--- src/rtl/csa42_pkg.sv ---
// Shared types and helpers for the bit-serial 4:2 compressor adder controller.
// Optional CPA resolve phase is selected with CSA42_SERIAL_CPA_EN.
package csa42_pkg;

    localparam int DEF_W = 8;

    typedef enum logic [1:0] {
        IDLE = 2'd0,
        COMP = 2'd1,
        CPA  = 2'd2,
        DONE = 2'd3
    } state_t;

    // Ceiling log2; the controller sizes its bit counter with clog2(W+2).
    function automatic int clog2(input int value);
        int r;
        int v;
        r = 0;
        v = value - 1;
        while (v > 0) begin
            r = r + 1;
            v = v >> 1;
        end
        return r;
    endfunction

endpackage

--- src/rtl/adder42.sv ---
// Radix-2 4:2 compressor cell: sum + 2*(carry + cout) = xin[0]+xin[1]+xin[2]+xin[3]+cin.
// cout depends only on xin[2:0], so it never ripples back from cin.
module adder42 (
    input  logic [3:0] xin,
    input  logic       cin,
    output logic       sum,
    output logic       carry,
    output logic       cout
);

    logic s1;

    assign s1    = xin[0] ^ xin[1] ^ xin[2];
    assign cout  = (xin[0] & xin[1]) | (xin[0] & xin[2]) | (xin[1] & xin[2]);
    assign sum   = s1 ^ xin[3] ^ cin;
    assign carry = (s1 & xin[3]) | (s1 & cin) | (xin[3] & cin);

endmodule

--- src/rtl/csa42_serial_ctrl.sv ---
// Bit-serial four-operand adder: one adder42 cell builds a redundant S/C pair LSB-first,
// then (with CSA42_SERIAL_CPA_EN defined) reuses the same cell to resolve it to binary.
module csa42_serial_ctrl
    import csa42_pkg::*;
#(
    parameter int W = DEF_W
) (
    input  logic         clk,
    input  logic         rst,
    input  logic         in_valid,
    output logic         in_ready,
    input  logic [W-1:0] op0,
    input  logic [W-1:0] op1,
    input  logic [W-1:0] op2,
    input  logic [W-1:0] op3,
    output logic         out_valid,
    input  logic         out_ready,
    output logic [W+1:0] out_s,
    output logic [W+1:0] out_c,
    output logic         busy
);

    localparam int CW = clog2(W + 2);
    localparam logic [CW-1:0] LAST_COMP = CW'(W);
`ifdef CSA42_SERIAL_CPA_EN
    localparam logic [CW-1:0] LAST_CPA  = CW'(W + 1);
`endif

    state_t        state_q, state_d;
    logic [CW-1:0] cnt_q;
    logic [W-1:0]  sh0_q, sh1_q, sh2_q, sh3_q;
    logic [W+1:0]  s_q, c_q, s_next, c_next;
    logic [W+1:0]  out_s_q, out_c_q;
    logic          cout_r;
    logic [3:0]    xin;
    logic          cin;
    logic          add_sum, add_carry, add_cout;
`ifdef CSA42_SERIAL_CPA_EN
    logic [W+1:0]  r_q, r_next;
    logic          cy_r;
`endif

    adder42 u_adder42 (
        .xin   (xin),
        .cin   (cin),
        .sum   (add_sum),
        .carry (add_carry),
        .cout  (add_cout)
    );

    assign in_ready  = (state_q == IDLE);
    assign out_valid = (state_q == DONE);
    assign busy      = (state_q == COMP) || (state_q == CPA);
    assign out_s     = out_s_q;
    assign out_c     = out_c_q;

    // Next-state and the operand mux feeding the shared compressor cell.
    always_comb begin
        state_d = state_q;
        xin     = 4'b0000;
        cin     = 1'b0;
        case (state_q)
            IDLE: begin
                if (in_valid) state_d = COMP;
            end
            COMP: begin
                cin = cout_r;
                if (cnt_q != LAST_COMP) begin
                    xin = {sh3_q[0], sh2_q[0], sh1_q[0], sh0_q[0]};
                end else begin
`ifdef CSA42_SERIAL_CPA_EN
                    state_d = CPA;
`else
                    state_d = DONE;
`endif
                end
            end
`ifdef CSA42_SERIAL_CPA_EN
            CPA: begin
                xin = {1'b0, cy_r, s_q[cnt_q], c_q[cnt_q]};
                if (cnt_q == LAST_CPA) state_d = DONE;
            end
`endif
            DONE: begin
                if (out_ready) state_d = IDLE;
            end
            default: state_d = IDLE;
        endcase
    end

    // Vectors as they will look after this cycle's bit is written.
    always_comb begin
        s_next = s_q;
        c_next = c_q;
        s_next[cnt_q]          = add_sum;
        c_next[cnt_q + 1'b1]   = add_carry;
`ifdef CSA42_SERIAL_CPA_EN
        r_next        = r_q;
        r_next[cnt_q] = add_sum;
`endif
    end

    always_ff @(posedge clk or posedge rst) begin
        if (rst) begin
            state_q <= IDLE;
            cnt_q   <= '0;
            sh0_q   <= '0;
            sh1_q   <= '0;
            sh2_q   <= '0;
            sh3_q   <= '0;
            s_q     <= '0;
            c_q     <= '0;
            cout_r  <= 1'b0;
            out_s_q <= '0;
            out_c_q <= '0;
`ifdef CSA42_SERIAL_CPA_EN
            r_q     <= '0;
            cy_r    <= 1'b0;
`endif
        end else begin
            state_q <= state_d;
            case (state_q)
                IDLE: begin
                    if (in_valid) begin
                        sh0_q  <= op0;
                        sh1_q  <= op1;
                        sh2_q  <= op2;
                        sh3_q  <= op3;
                        s_q    <= '0;
                        c_q    <= '0;
                        cout_r <= 1'b0;
                        cnt_q  <= '0;
`ifdef CSA42_SERIAL_CPA_EN
                        r_q    <= '0;
                        cy_r   <= 1'b0;
`endif
                    end
                end
                COMP: begin
                    sh0_q  <= sh0_q >> 1;
                    sh1_q  <= sh1_q >> 1;
                    sh2_q  <= sh2_q >> 1;
                    sh3_q  <= sh3_q >> 1;
                    s_q    <= s_next;
                    c_q    <= c_next;
                    cout_r <= add_cout;
                    if (cnt_q == LAST_COMP) begin
                        cnt_q <= '0;
`ifndef CSA42_SERIAL_CPA_EN
                        out_s_q <= s_next;
                        out_c_q <= c_next;
`endif
                    end else begin
                        cnt_q <= cnt_q + 1'b1;
                    end
                end
`ifdef CSA42_SERIAL_CPA_EN
                // Only three cell inputs are live here, so carry and cout are never both set.
                CPA: begin
                    r_q  <= r_next;
                    cy_r <= add_carry | add_cout;
                    if (cnt_q == LAST_CPA) begin
                        cnt_q   <= '0;
                        out_s_q <= r_next;
                        out_c_q <= '0;
                    end else begin
                        cnt_q <= cnt_q + 1'b1;
                    end
                end
`endif
                default: ;
            endcase
        end
    end

endmodule

--- config.mk ---
export PLATFORM = sky130hd
export DESIGN_NAME = csa42_serial_ctrl
export DESIGN_NICKNAME = d
export VERILOG_FILES = /design/src/rtl/csa42_pkg.sv /design/src/rtl/adder42.sv /design/src/rtl/csa42_serial_ctrl.sv
export SDC_FILE = /design/constraint.sdc
export NUM_CORES = 1
export LEC_CHECK = 0
export BUFFER_PORTS_ARGS = -buffer_cell sky130_fd_sc_hd__clkbuf_2
export CAP_MARGIN = 20
export CORE_MARGIN = 1.5
export CORE_UTILIZATION = 30
export DETAILED_ROUTE_END_ITERATION = 6
export PLACE_DENSITY_LB_ADDON = 0.25
export SYNTH_ARGS = -nofsm -noshare
export SYNTH_HDL_FRONTEND = slang
export SYNTH_SLANG_ARGS = --single-unit
--- constraint.sdc ---
create_clock -name clk -period 3.1 [get_ports clk]
set_input_delay 0.155 -clock clk [delete_from_list [all_inputs] [get_ports clk]]
set_output_delay 0.155 -clock clk [all_outputs]
set_load 0.005 [all_outputs]
Yosys cells after proc, flatten, opt, wreduce, memory -nomap -nowiden
Cells that the tools add are included.

word-level totals
  flip-flop bits (word level) = 79
  bits of input ports = 36
  output and inout bits = 23
  word-level logic and storage cells = 75

operators by class
  $add $sub $neg = 1
  order comparisons = 4
  equality and inequality tests = 8
  mux-type cells = 29
  bitwise logic cells = 14
  reductions and logical operators = 8

operators by type and width
  operator             count
  $pmux 8 s2           4
  $pmux 10 s2          2
  $mux 8               4
  $bwmux 10            2
  $mux 4               4
  $lt 4x5->1 const B   2
  $mux 10              1
  $demux 1 s4          2
  $ge 4x1->1 const B   2
  $pmux 4 s2           1
  $and 1x1->1          6
  $mux 2               3
  $pmux 2 s3           1
  $add 4x1->4 const B  1
  $eq 2x2->1 const B   2
  $eq 4x4->1 const B   1
  $mux 1               4
  $ne 2x2->1 const B   2
  $ne 4x4->1 const B   1
  $or 1x1->1           4
  $reduce_and 2->1     2
  $xor 1x1->1          4
  $reduce_and 3->1     1
  $eq 2x1->1 const B   1
  6 further kinds      7

Logic depth before layout (Yosys ltp)
  depth after elaboration = 10
  depth in mapped cells = 12
  depth with buffers taken out = 9

Cells and area by module
From an unflattened synthesis, not the netlist that was laid out.

unflattened totals
  cell total of the unflattened synthesis = 423
  area total of the unflattened synthesis = 3,947.5 µm²

by module, submodules not included
  module             times used  cells an instance  area an instance (µm²)  sequential area each (µm²)
  csa42_serial_ctrl  1           413                3,877.5                 1,951.9
  adder42            1           10                 70.1                    0.0

Worst setup path before layout
OpenSTA, ideal clock, no wires.

  kind = register to register
  start point = register cnt_q[0]
  end point = register s_q[9]
  setup time = 83 ps
  arrival time = 2,858 ps
  data required time = 3,017 ps
  slack = 159 ps
  cell stages (with the launch flop) = 12
  buffers on the path = 3
  clock period less this slack = 2,941 ps
  cells stage by stage = dfrtp_1 inv_1 ha_1 buf_2 nand3b_1 clkbuf_1 and3_1 fa_1 fa_1 clkbuf_1 mux2i_1 o21ai_0

on the way
  word-level cells in the longest chain between the ends = 9
  elaborated cells between the ends (all ways) = 14
  those cells by class = 2 x order compare; 1 x eq/ne; 6 x mux; 4 x bitwise; 1 x reduce/logical

ends and longest elaborated chain
  what                      RTL line                  RTL
  start: declaration        csa42_serial_ctrl.sv:30   logic [CW-1:0] cnt_q;
  start signal: assignment  csa42_serial_ctrl.sv:154  cnt_q <= cnt_q + 1'b1;
  $ne 4x4->1                csa42_serial_ctrl.sv:68   if (cnt_q != LAST_COMP) begin
  $mux 4                    csa42_serial_ctrl.sv:68
  $mux 4                    csa42_serial_ctrl.sv:62   case (state_q)
  $xor 1x1->1 (2 in a row)  adder42.sv:13             assign s1 = xin[0] ^ xin[1] ^ xin[2];
  $xor 1x1->1 (2 in a row)  adder42.sv:15             assign sum = s1 ^ xin[3] ^ cin;
  $bwmux 10 *               csa42_serial_ctrl.sv:95   s_next[cnt_q] = add_sum;
  $pmux 10 s2 *             csa42_serial_ctrl.sv:122  case (state_q)
  end signal: assignment    csa42_serial_ctrl.sv:144  s_q <= s_next;
  end: declaration          csa42_serial_ctrl.sv:32   logic [W+1:0] s_q, c_q, s_next, c_next;

Mark *: on every way between the ends. The rest lies on a longest branch, timed or not.
A chain may end at the register's enable or synchronous reset.

Final worst setup path
  start point = register cnt_q[0]
  end point = register c_q[5]

on the way
  word-level cells in the longest chain between the ends = 10
  elaborated cells between the ends (all ways) = 18
  those cells by class = 1 x add/sub; 2 x order compare; 1 x eq/ne; 6 x mux; 7 x bitwise; 1 x reduce/logical

ends and longest elaborated chain
  what                                                                RTL line                  RTL
  parallel branches: the longest is 8 deep, another holds $lt 4x5->1  --
  $bwmux 10 *                                                         csa42_serial_ctrl.sv:96   c_next[cnt_q + 1'b1] = add_carry;
  $pmux 10 s2 *                                                       csa42_serial_ctrl.sv:122
  end signal: assignment                                              csa42_serial_ctrl.sv:145  c_q <= c_next;
  end: declaration                                                    csa42_serial_ctrl.sv:32

Every way passes the cells marked *.

==> impl_metrics.py <==
metrics = {
    "global_routing": {
        "grt_overflow": 0,
        "grt_antenna_before_repair": 0,
        "grt_usage_pct": 14.2,
        "grt_max_degree": 36,
        "use_met3_pct": 4.27,
        "gr-usage-met2_pct": 23.7,
        "busiest_layer": "met2",
        "use_met1_pct": 17.8,
        "grt_pass1_vias": 3188,
        "grt_pass1_wl_mm": 15.1,
    },
    "pwr": {
        "power.net_switching_mw": 1.81,
        "p_seq_share_pct": 31.8,
        "power_density_nw_per_um2": 1010,
        "combPwrFrac_pct": 42.8,
        "clkPwrFrac_pct": 25.4,
        "power.internal_mw": 2.96,
        "swShare_pct": 38.0,
        "leakagePower_nw": 2.27,
        "ir_drop_uv": 618,
    },
    "sta": {
        "clock_skew_ns": 0.00483,
        "maxSlewViolCount": 0,
        "worst_slew_pin_slew_ns": 0.910,
        "period_minus_slack_ns": 2.78,
        "grt_setup_unrepaired": "false",
        "hold_violations": 0,
        "layout_worst_path_cycle_share_pct": 89.6,
        "setup_viol": 0,
        "slew_headroom_pct": 39.3,
        "tns_ns": 0,
        "fmax_mhz": 360,
        "fin_hold_ws_ns": 0.0547,
    },
    "cells_and_area": {
        "antenna_cells": 0,
        "area_growth_pct": 21.4,
        "num-nets-final": 519,
        "final_cells": 650,
        "utilization_pct": 37.4,
        "finalInstanceArea_um2": 4740,
        "drive_above_1_share_pct": 19.5,
        "layout_commonest_cell": "dfrtp_1",
        "fill_cells": 1327,
        "mostFrequentLayoutCells": "dfrtp_1, nand2_1, clkbuf_2",
    },
    "floorplanning": {
        "die-area_um2": 13700,
        "io_pins": 59,
        "rows": 41,
        "die_h_um": 117,
        "dieWidth_um": 117,
        "coreArea_um2": 12700,
        "start_util_pct": 30.8,
    },
    "clock_network": {
        "root_buffer": "clkbuf_16",
        "htree_levels": 3,
        "clock_latency_ns": 0.33,
        "cts_tree": "built",
        "cts_resized": 0,
        "clockBufferDepth": 2,
        "cts_setup_buffers": 0,
        "clock_sinks": 78,
        "cts_inserted_buffers": 9,
        "clk_pin_slew_worst_paths_ns": 0.06,
    },
    "synthesis": {
        "synth_cell_types": 37,
        "seq_area_frac_synth_pct": 50.0,
        "synth_cells": 418,
        "syn-cell-area_um2": 3900,
        "yosys_most_used_dff": "dfrtp_1",
        "synth-async-reset-ratio_pct": 100,
        "synth_fp_nets": 464,
        "synth_enable_flop_cells": 0,
        "syn_area_per_cell_um2": 9.33,
        "yosys_warnings": 0,
        "synth-seq-cells": 78,
    },
    "worst_setup_path": {
        "cpMaxStageDelayCell": "fa_1",
        "crit_fanout": 8,
        "arrival_ns": 2.98,
        "crit_type": "reg -> reg",
        "worst-path-buf-inv": 1,
        "start_kind": "register",
        "path_cells": "inv_1 > ha_1 > nand3b_1 > and3_1 > fa_1 > fa_1 > and3_1 > nand4_1 > o21ai_0",
        "cp.required_ns": 3.30,
        "crit_family": "adder cells",
        "endpoint_kind": "register",
        "cpPeakStageDelay_ns": 0.50,
    },
    "detailed_routing": {
        "drt-vias-per-instance": 4.68,
        "detail_route.wl_per_cell_um": 13.3,
        "ant_nets": 0,
        "drtIter0Drc": 109,
        "drt_pass1_iterations": 4,
        "via_count": 3041,
        "drc": 0,
        "wirelength_mm": 8.67,
    },
    "placement": {
        "globalplace.congestion": 0.799,
        "place_area_um2": 4370,
        "dp_cells": 633,
        "hpwl_mm": 6.24,
        "portBuffers": 58,
    },
    "min_path": {
        "hp-class": "in -> reg",
    },
    "status": {
        "outcome": "complete, no violations",
    },
    "job": {
        "drv_cap": 0,
    },
}
[tightest hold or removal path, stage by stage]
cell and delay (ns):
clkbuf_2 0.08, nand2_1 0.05, o21ai_0 0.06
[metrics by stage]
step	setup slack [ns]	total power, mW
finish	0.324	4.77
global route	0.143	5.18
CTS	0.323	4.84
detailed placement	0.338	3.61
global placement	0.429	3.55
floorplan	0.159	3.07
[what timing repair did]
action,in CTS,in global routing
endpoints found under the hold margin,21,0
endpoints found under the setup margin,0,0
hold buffers,1,0
[path summary, 6_finish.rpt]
path,slack (ns),depth (start not counted),startpoint,endpoint
max,0.32,9,cnt_q[0],c_q[5]
min,0.05,3,op2[7],sh2_q[7]
max reg2reg,0.32,9,cnt_q[0],c_q[5]
min reg2reg,0.47,2,out_c[3],out_c[3]
max in group asynchronous,1.94,4,rst,c_q[8]
min in group asynchronous,0.38,3,rst,sh1_q[2]
[power by group through the flow]
stage / clock network, mW / logic (mW) / registers [mW]
after floorplan: 0 / 1.58 / 1.49
after global placement: 0 / 2.02 / 1.53
after detailed placement: 0 / 2.07 / 1.54
after CTS: 1.25 / 2.08 / 1.52
after global routing: 1.29 / 2.33 / 1.56
final: 1.21 / 2.04 / 1.52
[synth_stat cells (all sizes together), types with 10 or more instances]
| master | n | area (um^2) |
|---|---|---|
| nand2 | 74 | 278 |
| mux2i | 37 | 370 |
| inv | 17 | 63.8 |
| nor2 | 33 | 124 |
| buf | 22 | 111 |
| nand4 | 10 | 62.6 |
| dfrtp | 78 | 1950 |
| o21ai | 30 | 150 |
| a21oi | 38 | 194 |
[metal layers]
layer	routed length, um	part of all wire [%]
met2	4050	47
met3	434	5.0
met5	0	0
met4	69	0.80
met1	4120	47
[final cells by class]
cell class              count  area (um^2)  area share (%)
multi-input cells         295         1750            37.0
repair buffers             72          398            8.40
well taps                 172          215            4.54
flip-flops and latches     78         1950            41.2
inverters                  17         63.8            1.35
clock buffers              14          294            6.21
clock inverters             2         60.1            1.27
[kinds of logic after synthesis]
group                      Yosys count  share of synthesized area [%]
AOI/OAI and AO/OA                   97                           14.8
and+or+nand+nor                    150                           16.7
adders and majority gates           10                           3.59
DFF                                 78                           50.0
buffers and inverters               45                           5.10
muxes                               38                           9.78
[state kept, by name (all words and copies together), names as in the netlist]
| register | cells |
|---|---|
| c_q | 10 |
| cnt_q | 4 |
| cout_r | 1 |
| out_c | 10 |
| out_s | 10 |
| s_q | 9 |
| sh0_q | 8 |
| sh1_q | 8 |
| sh2_q | 8 |
| sh3_q | 8 |
| state_q | 2 |
Note: power is estimated with default switching activity, not from simulation.
